### src/rtl/ps2_keycode_if.sv
// ps2_keycode_if: PS/2 keyboard lines plus the decoded key outputs.
//   ps2_clk, ps2_data : raw asynchronous PS/2 lines (keyboard -> decoder)
//   keycode           : USB-HID usage of the held key, 0x00 when none
//   key_event         : one-cycle pulse when keycode changes
//   frame_err         : one-cycle pulse on framing/parity error or timeout
interface ps2_keycode_if;
    logic       ps2_clk;
    logic       ps2_data;
    logic [7:0] keycode;
    logic       key_event;
    logic       frame_err;
    modport master (output ps2_clk, ps2_data, input keycode, key_event, frame_err);
    modport slave  (input ps2_clk, ps2_data, output keycode, key_event, frame_err);
endinterface

### src/rtl/ps2_keycode.sv
// ps2_keycode: PS/2 receiver and scan-code decoder producing a held-key HID usage.
//   Clk     : system clock, rising edge
//   Reset_n : synchronous active-low reset
//   bus     : ps2_keycode_if.slave (ps2_clk/ps2_data in; keycode/key_event/frame_err out)
module ps2_keycode #(
    parameter int TIMEOUT_CYCLES = 50000
) (
    input logic          Clk,
    input logic          Reset_n,
    ps2_keycode_if.slave bus
);
    localparam int TW = $clog2(TIMEOUT_CYCLES + 1);

    typedef enum logic [1:0] {IDLE, DATA, PARITY, STOP} state_t;

    state_t          state, state_nxt;
    logic            c_meta, c_sync, c_prev, d_meta, d_sync;
    logic            fall, tmo;
    logic [2:0]      bit_cnt;
    logic [7:0]      shift;
    logic            par_bit;
    logic [TW-1:0]   tmo_cnt;
    logic            brk, ext;
    logic            byte_done, frame_ok, accept, err, mapped;
    logic [7:0]      usage, key_nxt;

    // Synchronizers idle high so reset looks like a quiet bus.
    always_ff @(posedge Clk) begin
        if (!Reset_n) begin
            {c_meta, c_sync, c_prev, d_meta, d_sync} <= '1;
        end else begin
            c_meta <= bus.ps2_clk;
            c_sync <= c_meta;
            c_prev <= c_sync;
            d_meta <= bus.ps2_data;
            d_sync <= d_meta;
        end
    end

    assign fall = c_prev & ~c_sync;
    // A falling edge in the same cycle rescues the frame from the timeout.
    assign tmo  = (state != IDLE) && !fall && (tmo_cnt == TW'(TIMEOUT_CYCLES - 1));

    always_ff @(posedge Clk) begin
        if (!Reset_n) state <= IDLE;
        else          state <= state_nxt;
    end

    always_comb begin
        state_nxt = state;
        if (tmo) begin
            state_nxt = IDLE;
        end else if (fall) begin
            case (state)
                IDLE:    state_nxt = d_sync ? IDLE : DATA;
                DATA:    state_nxt = (bit_cnt == 3'd7) ? PARITY : DATA;
                PARITY:  state_nxt = STOP;
                default: state_nxt = IDLE;
            endcase
        end
    end

    always_ff @(posedge Clk) begin
        if (!Reset_n) begin
            bit_cnt <= '0;
            shift   <= '0;
            par_bit <= 1'b0;
            tmo_cnt <= '0;
        end else begin
            tmo_cnt <= (state == IDLE || fall || tmo) ? '0 : tmo_cnt + 1'b1;
            if (state == IDLE)
                bit_cnt <= '0;
            else if (fall && state == DATA)
                bit_cnt <= bit_cnt + 1'b1;
            if (fall && state == DATA)
                shift <= {d_sync, shift[7:1]};
            if (fall && state == PARITY)
                par_bit <= d_sync;
        end
    end

    always_comb begin
        byte_done = fall && (state == STOP);
        frame_ok  = d_sync && (^{shift, par_bit});
        accept    = byte_done && frame_ok;
        err       = tmo || (byte_done && !frame_ok);
        usage     = (shift == 8'h1C) ? 8'h04 :
                    (shift == 8'h23) ? 8'h07 :
                    (shift == 8'h1D) ? 8'h1A :
                    (shift == 8'h1B) ? 8'h16 :
                    (shift == 8'h29) ? 8'h2C : 8'h00;
        mapped    = accept && !ext && (usage != 8'h00);
        // A break only clears the key it names; an older key's release is ignored.
        key_nxt   = !mapped ? bus.keycode :
                    !brk    ? usage :
                    (usage == bus.keycode) ? 8'h00 : bus.keycode;
    end

    always_ff @(posedge Clk) begin
        if (!Reset_n) begin
            bus.keycode   <= 8'h00;
            bus.key_event <= 1'b0;
            bus.frame_err <= 1'b0;
            brk           <= 1'b0;
            ext           <= 1'b0;
        end else begin
            bus.keycode   <= key_nxt;
            bus.key_event <= key_nxt != bus.keycode;
            bus.frame_err <= err;
            if (accept) begin
                brk <= (shift == 8'hF0) ? 1'b1 : (shift == 8'hE0) ? brk : 1'b0;
                ext <= (shift == 8'hE0) ? 1'b1 : (shift == 8'hF0) ? ext : 1'b0;
            end
        end
    end
endmodule

### src/flat_wrapper.sv
// flat-port wrapper written by rule: the top's interface ports become plain ports
module ps2_keycode_flat 
#(
    parameter int TIMEOUT_CYCLES = 50000
)
  (Clk, Reset_n, bus_ps2_clk, bus_ps2_data, bus_keycode, bus_key_event, bus_frame_err);
  ps2_keycode_if bus_i ();
  input logic Clk;
  input logic Reset_n;
  input wire logic [$bits(bus_i.ps2_clk)-1:0] bus_ps2_clk;
  input wire logic [$bits(bus_i.ps2_data)-1:0] bus_ps2_data;
  output wire logic [$bits(bus_i.keycode)-1:0] bus_keycode;
  output wire logic [$bits(bus_i.key_event)-1:0] bus_key_event;
  output wire logic [$bits(bus_i.frame_err)-1:0] bus_frame_err;
  assign bus_i.ps2_clk = bus_ps2_clk;
  assign bus_i.ps2_data = bus_ps2_data;
  assign bus_keycode = bus_i.keycode;
  assign bus_key_event = bus_i.key_event;
  assign bus_frame_err = bus_i.frame_err;
  ps2_keycode #(.TIMEOUT_CYCLES(TIMEOUT_CYCLES)) u_core (.Clk(Clk), .Reset_n(Reset_n), .bus(bus_i));
endmodule
### config.mk
export PLATFORM = sky130hd
export DESIGN_NAME = ps2_keycode_flat
export DESIGN_NICKNAME = d
export VERILOG_FILES = /design/src/rtl/ps2_keycode_if.sv /design/src/rtl/ps2_keycode.sv /design/src/flat_wrapper.sv
export SDC_FILE = /design/constraint.sdc
export NUM_CORES = 1
export LEC_CHECK = 0
export BUFFER_PORTS_ARGS = -buffer_cell sky130_fd_sc_hd__buf_4
export CORE_ASPECT_RATIO = 0.6
export CORE_MARGIN = 2
export CORE_UTILIZATION = 55
export DETAILED_ROUTE_END_ITERATION = 16
export PLACE_DENSITY = 0.79
export SYNTH_ARGS = -nofsm -noshare
export SYNTH_HDL_FRONTEND = slang
export SYNTH_SLANG_ARGS = --single-unit
export TNS_END_PERCENT = 100
### constraint.sdc
create_clock -name Clk -period 2.8 [get_ports Clk]
set_clock_uncertainty 0.15 [all_clocks]
set_input_delay 0.56 -clock Clk [delete_from_list [all_inputs] [get_ports Clk]]
set_output_delay 0.56 -clock Clk [all_outputs]
set_load 0.05 [all_outputs]
[Word level (Yosys, flattened, before mapping)]
Cells that the tools add are included.
Storage, ports and cells
  flip-flop bits (word level): 47
  output and inout bits: 10
Operators by class
  add/subtract/negate cells: 2
  equal/unequal tests: 16
  mux-type cells: 15
  bitwise operators: 3
  reductions and logical operators: 25
Operator list (count)
  $mux 8: 7
  $eq 8x5->1 const B: 3
  $add 16x1->16 const B: 1
  $eq 16x16->1 const B: 1
  $eq 8x6->1 const B: 2
  $eq 8x8->1 const B: 2
  $logic_and 1x1->1: 10
  $reduce_xor 9->1: 1
  $eq 8x8->1: 1
  $ne 8x8->1: 1
  $reduce_bool 8->1: 1
  $mux 6: 1
  $pmux 2 s3: 1
  $reduce_or 2->1: 3
  $mux 1: 5
  $eq 2x2->1 const B: 2
  $reduce_and 2->1: 2
  $add 3x1->3 const B: 1
  $eq 3x3->1 const B: 1
  $logic_not 1->1: 3
  $logic_or 1x1->1: 3
  $eq 2x1->1 const B: 1
  $logic_not 2->1: 1
  $mux 2: 1
  5 further kinds: 6

[Longest topological paths before layout]
Gate-level depths: netlist (run 1).
  depth in word-level cells: 11
  mapped depth: 8
  mapped depth without buffers: 7

[Worst setup path after synthesis (run 1)]
OpenSTA, ideal clock, no wires.
  kind: flip-flop to flip-flop
  start point: register u_core.shift[3]
  end point: register u_core.bus.key_event
  library setup time: 0.066 ns
  data arrival time: 2.100 ns
  slack: 0.484 ns
  stages on the path, launching flop included: 8
  buffers on the path: 0
  clock period less this slack: 2.316 ns
  cells stage by stage: dfxtp_1 -> xor2_1 -> xnor3_2 -> xor2_1 -> nand4_1 -> a2111o_1 -> a41o_1 -> a21boi_2
Between the ends
  longest elaborated chain between the ends: 11
RTL lines
  start: declaration: RTL line ps2_keycode.sv:20  | logic [7:0] shift;
  start signal: assignment: RTL line ps2_keycode.sv:76  | shift <= {d_sync, shift[7:1]};
  $eq 8x6->1: RTL line ps2_keycode.sv:91  | (shift == 8'h29) ? 8'h2C : 8'h00;
  $mux 6: RTL line ps2_keycode.sv:91
  $mux 8: RTL line ps2_keycode.sv:90  | (shift == 8'h1B) ? 8'h16 :
  $mux 8: RTL line ps2_keycode.sv:89  | (shift == 8'h1D) ? 8'h1A :
  $mux 8: RTL line ps2_keycode.sv:88  | (shift == 8'h23) ? 8'h07 :
  $mux 8: RTL line ps2_keycode.sv:87  | usage = (shift == 8'h1C) ? 8'h04 :
  $eq 8x8->1: RTL line ps2_keycode.sv:96  | (usage == bus.keycode) ? 8'h00 : bus.keycode;
  $mux 8: RTL line ps2_keycode.sv:96
  $mux 8: RTL line ps2_keycode.sv:95  | !brk ? usage :
  $mux 8 (*): RTL line ps2_keycode.sv:94  | key_nxt = !mapped ? bus.keycode :
  $ne 8x8->1 (*): RTL line ps2_keycode.sv:108  | bus.key_event <= key_nxt != bus.keycode;
  end signal: assignment: RTL line ps2_keycode.sv:108
  end: declaration: RTL line ps2_keycode_if.sv:13  | modport slave (input ps2_clk, ps2_data, output keycode, key_event, frame_err);
Mark *: on every way between the ends. The rest lies on a longest branch, timed or not.
A chain may end at the register's enable or synchronous reset.

[Worst setup path in the final report (run 1)]
Ends and elaborated chain as after synthesis.

==> results.cfg, run 1 <==
[status]
status = completed

[placed_design]
io_buffers = 13
gp_congestion = 0.9668
place_hpwl_um = 3477

[final_layout]
fill_cells = 375
layout_common_cells = dfxtp_1 (47), nor2_1 (35), nand2_1 (33)
seqCellArea_sq_um = 940.9
num_antenna_cells = 0
drive_gt1_frac = 0.1434
areaGrowthSynthToFinish_pct = 9.885
fin_nets = 292
mostFrequentLayoutCell = dfxtp_1
multiInputGateArea_sq_um = 1365

[floorplanning]
die_w_um = 89.37
die_h_um = 55.22
num_io_pins = 14
core_area_sq_um = 4144
initial_core_util = 0.5803
die_area_sq_um = 4935
fp-row-count = 18

[routing]
final_antenna_net_count = 0
wl_per_cell_um = 13.58
drc = 0
detail_route.wirelength_um = 4698
dr.pass1.iters = 5
vias_per_cell = 5.549
via_count = 1920
drt_iter0_markers = 125

[clock_tree]
clkTransAtPathRegs_ns = 0.09
cts_buffers = 5
root_buffer = clkbuf_8
clockBufferDepth = 2
cts.repair.resized = 0
hold_buffers = 0
numClockSinks = 47
htreeDepth = 2
insertion_delay_ns = 0.29
cts_tree = done
post-cts-setup-buffer-count = 0

[sta]
worst_pin_slew_ns = 0.7200
setup_viol = 0
relSlewSlack = 0.5182
finalHoldViolCount = 0
final-max-slew-violation-count = 0
fin_crit_sh = 0.9177
rsz0062_at_grt = no
fmax_mhz = 389.2
post-route-min-period_ns = 2.570
setup_tns_ns = 0

[power]
power_density_nw_per_um2 = 415.0
vdd_drop_max_v = 0.0002879
power_frac_seq = 0.614
p_leak_nw = 0.9647
total_power_mw = 1.097
internal_power_mw = 0.8590
switching_power_mw = 0.2377
p_comb_frac = 0.016
p_sw_frac = 0.2168
p_clk_frac = 0.370

[job]
maxCapViolCount = 0

[setup_path]
endpoint_kind = flop
worstSetupPathType = reg -> reg
cp-start-kind = flop
cp_data_arrival_time_ns = 2.66
cp_max_fo = 7
worstPathRequired_ns = 2.89

[global_routing]
grt_pass1_wl_um = 8017
grt_max_degree = 29
track_usage = 0.2056
antenna_found_initial = 0
grt_overflow = 0
first_global_vias = 1710

[synth]
yosys_warnings = 0
synth_ff_type = dfxtp_1
synth-edff-count = 0
syn_inst = 270
async_flop_share = 0
syn_nets = 277
netlist_area_sq_um = 2405
ys_seq_elements = 47
ys_seq_area_frac = 0.3913
synth.avg_cell_area_sq_um = 8.907
ys_types = 54

[min_path]
hold_class = reg -> reg
## registers in the layout, indices dropped and copies added, names as in the netlist, 2 cells and up
signal              flops
u_core.bit_cnt          3
u_core.state            2
u_core.bus.keycode      8
u_core.shift            8
u_core.tmo_cnt         16
## logic make-up after synthesis
logic type | after synthesis | synth area share
compound gates | 49 | 0.1452
xor+xnor | 23 | 0.09573
fa+ha+maj | 3 | 0.01561
buf+inv | 18 | 0.04110
flops | 47 | 0.3913
mux | 3 | 0.01457
simple gates | 127 | 0.2966
## final timing paths
check                       start                   end  slack, ns  cells after the start
hold reg to reg     u_core.d_meta         u_core.d_sync       0.26                      1
hold / removal      u_core.d_meta         u_core.d_sync       0.26                      1
setup / recovery  u_core.shift[3]  u_core.bus.key_event       0.23                      7
setup reg to reg  u_core.shift[3]  u_core.bus.key_event       0.23                      7
## power by group through the flow
stage	clock network [mW]	logic [mW]	registers, mW
after global placement	0	0.0167	0.689
after global routing	0.445	0.0188	0.674
after detailed placement	0	0.0175	0.689
after floorplan	0	0.0107	0.689
final	0.406	0.0171	0.673
after CTS	0.416	0.0175	0.674
## cells in the mapped netlist (all sizes together), types with 5 or more instances
cell type  number  area (sq um)
dfxtp          47         940.9
a21boi         11         86.33
nand2          33         123.9
o211ai          5         42.54
clkbuf          6         22.52
a21oi          10         53.80
nand3           9         45.04
o21ai           7         35.03
buf             6         53.79
nand4           6         37.54
inv             6         22.52
nor2b           8         50.05
xnor2           7         61.31
nand2b          6         37.54
nor2           35         131.4
and3            5         31.28
xor2           14         122.6
## layer usage
layer	up-vias	part of all wire	GRT usage
met5	-	0	0
met4	0	0.0034	0.05330
li1	972	-	-
met1	886	0.54	0.3308
met2	60	0.39	0.2688
met3	2	0.070	0.05232
## layout make-up
class | instances | share of cell area
clock buffer | 6 | 0.02746
clock inverter | 2 | 0.006155
inverter | 6 | 0.008523
multi-input combinational | 205 | 0.5166
sequential | 47 | 0.3561
tap | 60 | 0.02841
timing repair buffer | 20 | 0.05682
## worst max-delay path: stages, from the launching register on
cell,delay (ns)
dfxtp_1,0.36
xor2_1,0.26
xnor3_2,0.51
xor2_1,0.24
nand4_1,0.13
a2111o_1,0.48
a41o_1,0.26
a21boi_2,0.12
## per-stage QoR
stage	worst slack, ns	hold WS (ns)	utilization	std cells	instance area, sq um
2_1_floorplan	0.4842	0.2363	-	270	2405
3_3_place_gp	0.3626	0.2389	0.6162	338	2554
3_5_place_dp	0.2935	0.2456	0.6162	338	2554
4_1_cts	0.2559	0.2669	0.6377	346	2643
5_1_grt	0.08357	0.2839	0.6377	346	2643
6_report	0.2304	0.2643	0.6377	346	2643
Power figures use the tool's default switching activity.
==> run 2, diff against run 1 <==
--- a/config.mk
+++ b/config.mk
@@ -8,9 +8,9 @@
 export BUFFER_PORTS_ARGS = -buffer_cell sky130_fd_sc_hd__buf_4
 export CORE_ASPECT_RATIO = 0.6
 export CORE_MARGIN = 2
-export CORE_UTILIZATION = 55
+export CORE_UTILIZATION = 25
 export DETAILED_ROUTE_END_ITERATION = 16
-export PLACE_DENSITY = 0.79
+export PLACE_DENSITY = 0.45
 export SYNTH_ARGS = -nofsm -noshare
 export SYNTH_HDL_FRONTEND = slang
 export SYNTH_SLANG_ARGS = --single-unit
==> run 2 against run 1 <==
Non-clock buffer count stayed put; combinational power grew 4%; maximum frequency is 1.2% higher; first-iteration DRC count decreased by 18%; routed wire length rose by 9.2%; flip-flop and latch count unchanged.
==> results.cfg, run 2 (synthesized netlist as in run 1, its figures left out) <==
[setup_path]
crit_family = XOR/XNOR gates
endpoint_kind = flop
crit_path_top_delay_cell = xnor3_2
cp_data_arrival_time_ns = 2.62
cpPeakStageDelay_ns = 0.51
worstPathRequired_ns = 2.88
cp_cell_sequence = xor2_1 -> xnor3_2 -> xor2_1 -> nand4_1 -> a2111o_1 -> a41o_1 -> a21boi_2
worst_path_most_repeated_cell = xor2_1
cp-start-kind = flop
worstSetupPathType = reg -> reg
cp_num_buf_inv = 0
cp_max_fo = 7

[floorplanning]
core_area_sq_um = 9256
initial_core_util = 0.2598
die_w_um = 130.6
num_io_pins = 14
fp-row-count = 27
die_h_um = 79.97
die_area_sq_um = 10450

[clock_tree]
cts_buffers = 5
hold_buffers = 0
root_buffer = clkbuf_16
cts_tree = done
insertion_delay_ns = 0.29
post-cts-setup-buffer-count = 0
htreeDepth = 2
numClockSinks = 47
clockBufferDepth = 2
cts.repair.resized = 0
clkTransAtPathRegs_ns = 0.07

[final_layout]
utilization = 0.3016
num_antenna_cells = 0
mostFrequentLayoutCell = dfxtp_1
layout_common_cells = dfxtp_1 (47), nor2_1 (35), nand2_1 (33)
top_register = u_core.tmo_cnt
fin_nets = 292
finalInstanceArea_sq_um = 2791
instances_no_fill = 416
reg_top3 = u_core.tmo_cnt: 16 flops, u_core.bus.keycode: 8 flops, u_core.shift: 8 flops
areaGrowthSynthToFinish_pct = 16.08
largest_reg_flops = 16
drive_gt1_frac = 0.1469

[routing]
drc = 0
via_count = 1856
detail_route.wirelength_um = 5129
wl_met1_um = 3113
wl_met2_um = 1741
drt_iter0_markers = 103
wl_met3_um = 218
vias_per_cell = 4.462
highest_layer = met4
final_antenna_net_count = 0
dr.pass1.iters = 4
wl_per_cell_um = 12.33

[placed_design]
gp_congestion = 0.8109
place_inst = 408
place_area_sq_um = 2641
place_hpwl_um = 3741
dp_slack_ns = 0.2548
io_buffers = 13

[job]
maxCapViolCount = 0

[power]
total_power_mw = 1.307
p_leak_nw = 0.9937
power_density_nw_per_um2 = 468.4
vdd_drop_max_v = 0.0002202

[sta]
final-max-slew-violation-count = 0
post-route-min-period_ns = 2.540
finalHoldViolCount = 0
relSlewSlack = 0.5150
worst_pin_slew_ns = 0.7248
setup_viol = 0
finalWorstSetupSlack_ns = 0.2601
fin_crit_sh = 0.9071
setup_tns_ns = 0
rsz0062_at_grt = no
whs_ns = 0.2622
fmax_mhz = 393.7

[global_routing]
track_usage = 0.1112
grt_pass1_wl_um = 9025
grt_max_degree = 29
antenna_found_initial = 0
grt_overflow = 0
first_global_vias = 1740

[min_path]
hold_class = reg -> reg

[status]
status = completed
## run 2: path summary, 6_finish.rpt
check / start / endpoint / slack (ns) / depth (start not counted)
worst max-delay path: u_core.shift[3] / u_core.bus.key_event / 0.26 / 7
worst min-delay path: u_core.d_meta / u_core.d_sync / 0.26 / 1
worst max register to register: u_core.shift[3] / u_core.bus.key_event / 0.26 / 7
worst min register to register: u_core.d_meta / u_core.d_sync / 0.26 / 1
## run 2: cell type report
type / instances / area (sq um)
clock buffer: 5 / 125.1
clock inverter: 3 / 25.02
sequential: 47 / 940.9
multi-input combinational: 205 / 1365
inverter: 6 / 22.52
tap: 130 / 162.7
fill: 1007 / 6465
timing repair buffer: 20 / 150.1
## run 2: where the power goes
part	internal, mW	leakage (nW)	switching, mW
Sequential	0.671	0.379	0.00242
Clock	0.338	0.0708	0.278
Combinational	0.00866	0.543	0.00904
Total	1.02	0.994	0.290
## run 2: routing by layer
layer,vias to the layer above,global-route usage
met5,-,0
met4,0,0.03298
met3,5,0.03418
met2,29,0.1344
met1,853,0.1782
li1,969,-
==> run 3, diff against run 2 <==
==> constraint.sdc (replaced) <==
create_clock -name Clk -period 2.6 [get_ports Clk]
set_clock_uncertainty 0.15 [all_clocks]
set_input_delay 0.52 -clock Clk [delete_from_list [all_inputs] [get_ports Clk]]
set_output_delay 0.52 -clock Clk [all_outputs]
set_load 0.05 [all_outputs]
==> run 3 against run 2 <==
Maximum frequency increased by 2.8%; worst setup slack got worse by 0.13 ns; count of clock-buffer cells in the layout increased by 1; worst hold slack got worse by 0.0065 ns; highest routed layer unchanged; sequential power is 7.6% higher; largest cell class unchanged.
==> results.cfg, run 3 (synthesized netlist as in run 1, its figures left out) <==
[placed_design]
gp_congestion = 0.7770
dp_slack_ns = 0.08128
place_area_sq_um = 2679
place_inst = 413
place_hpwl_um = 3679
io_buffers = 13

[setup_path]
endpoint_kind = flop
cp_data_arrival_time_ns = 2.55
worstSetupPathType = reg -> reg
cp_max_fo = 10
worstPathRequired_ns = 2.68
reg2reg_slack_ns = 0.13
cp-start-kind = flop
worstRegToRegCells = 8

[floorplanning]
die_h_um = 79.97
initial_core_util = 0.2598
fp-row-count = 27
die_area_sq_um = 10450
num_io_pins = 14
die_w_um = 130.6
core_area_sq_um = 9256

[clock_tree]
clockBufferDepth = 2
root_buffer = clkbuf_16
cts_buffers = 5
insertion_delay_ns = 0.29
numClockSinks = 47
hold_buffers = 0
htreeDepth = 2
cts_tree = done
clkTransAtPathRegs_ns = 0.06

[final_layout]
drive_gt1_frac = 0.1849
num_antenna_cells = 0
utilization = 0.3109
mostFrequentLayoutCell = dfxtp_1
finalInstanceArea_sq_um = 2878
top_register = u_core.tmo_cnt
fin_nets = 298
reg_top3 = u_core.tmo_cnt: 16 flops, u_core.bus.keycode: 8 flops, u_core.shift: 8 flops
instances_no_fill = 422
layout_common_cells = dfxtp_1 (43), nor2_1 (35), nand2_1 (33)
areaGrowthSynthToFinish_pct = 19.67
largest_reg_flops = 16

[power]
vdd_drop_max_v = 0.0002103
total_power_mw = 1.388
p_leak_nw = 1.025
power_density_nw_per_um2 = 482.5

[global_routing]
grt_overflow = 0
grt_max_degree = 28
grt_pass1_wl_um = 9011
track_usage = 0.1120
first_global_vias = 1723
antenna_found_initial = 0

[status]
status = completed

[routing]
drt_iter0_markers = 149
final_antenna_net_count = 0
detail_route.wirelength_um = 5216
wl_per_cell_um = 12.36
via_count = 1911
dr.pass1.iters = 4
vias_per_cell = 4.528
drc = 0

[min_path]
hold_class = in -> reg
min_path_cells = 2

[sta]
finalHoldViolCount = 0
finalWorstSetupSlack_ns = 0.1290
fmax_mhz = 404.7
fin_crit_sh = 0.9504
setup_tns_ns = 0
relSlewSlack = 0.6703
post-route-min-period_ns = 2.471
worst_pin_slew_ns = 0.4931
final-max-slew-violation-count = 0
whs_ns = 0.2557
setup_viol = 0

[job]
maxCapViolCount = 0
## run 3: critical path, cell delays in order, from the launching register on
cell      delay [ns]
dfxtp_2         0.34
buf_6           0.15
nor4b_4         0.39
and3b_2         0.26
o21a_1          0.11
o211ai_1        0.09
a2111o_1        0.54
a41o_1          0.26
a21boi_2        0.12
## run 3: metal layers
metal  global-route usage  part of all wire
met5                    0                 0
met3              0.03619             0.046
met2               0.1370              0.36
met4              0.04149             0.016
met1               0.1738              0.58
## run 3: report_power, final
part / total (mW) / switching (mW) / leakage, nW / internal, mW
sequential: 0.725 / 0.00253 / 0.382 / 0.722
clock: 0.643 / 0.283 / 0.0675 / 0.360
combinational: 0.0204 / 0.0101 / 0.575 / 0.0103
## run 3: final cells by class
| class | count | area, sq um |
|---|---|---|
| fillers | 983 | 6379 |
| multi-input cells | 205 | 1396 |
| flip-flops and latches | 47 | 948.4 |
| repair buffers | 26 | 202.7 |
| well taps | 130 | 162.7 |
| clock buffers | 6 | 128.9 |
| inverters | 6 | 22.52 |
| clock inverters | 2 | 16.27 |
## run 3: timing repair
action                                  CTS  global route
buffers inserted                          0             2
resized for setup                         0            12
endpoints found under the setup margin    0             4
## run 3: final timing paths
kind | from | to
setup reg to reg | u_core.shift[1] | u_core.bus.key_event
hold reg to reg | u_core.c_meta | u_core.c_sync
hold / removal | bus_ps2_clk | u_core.c_meta
setup / recovery | u_core.shift[1] | u_core.bus.key_event
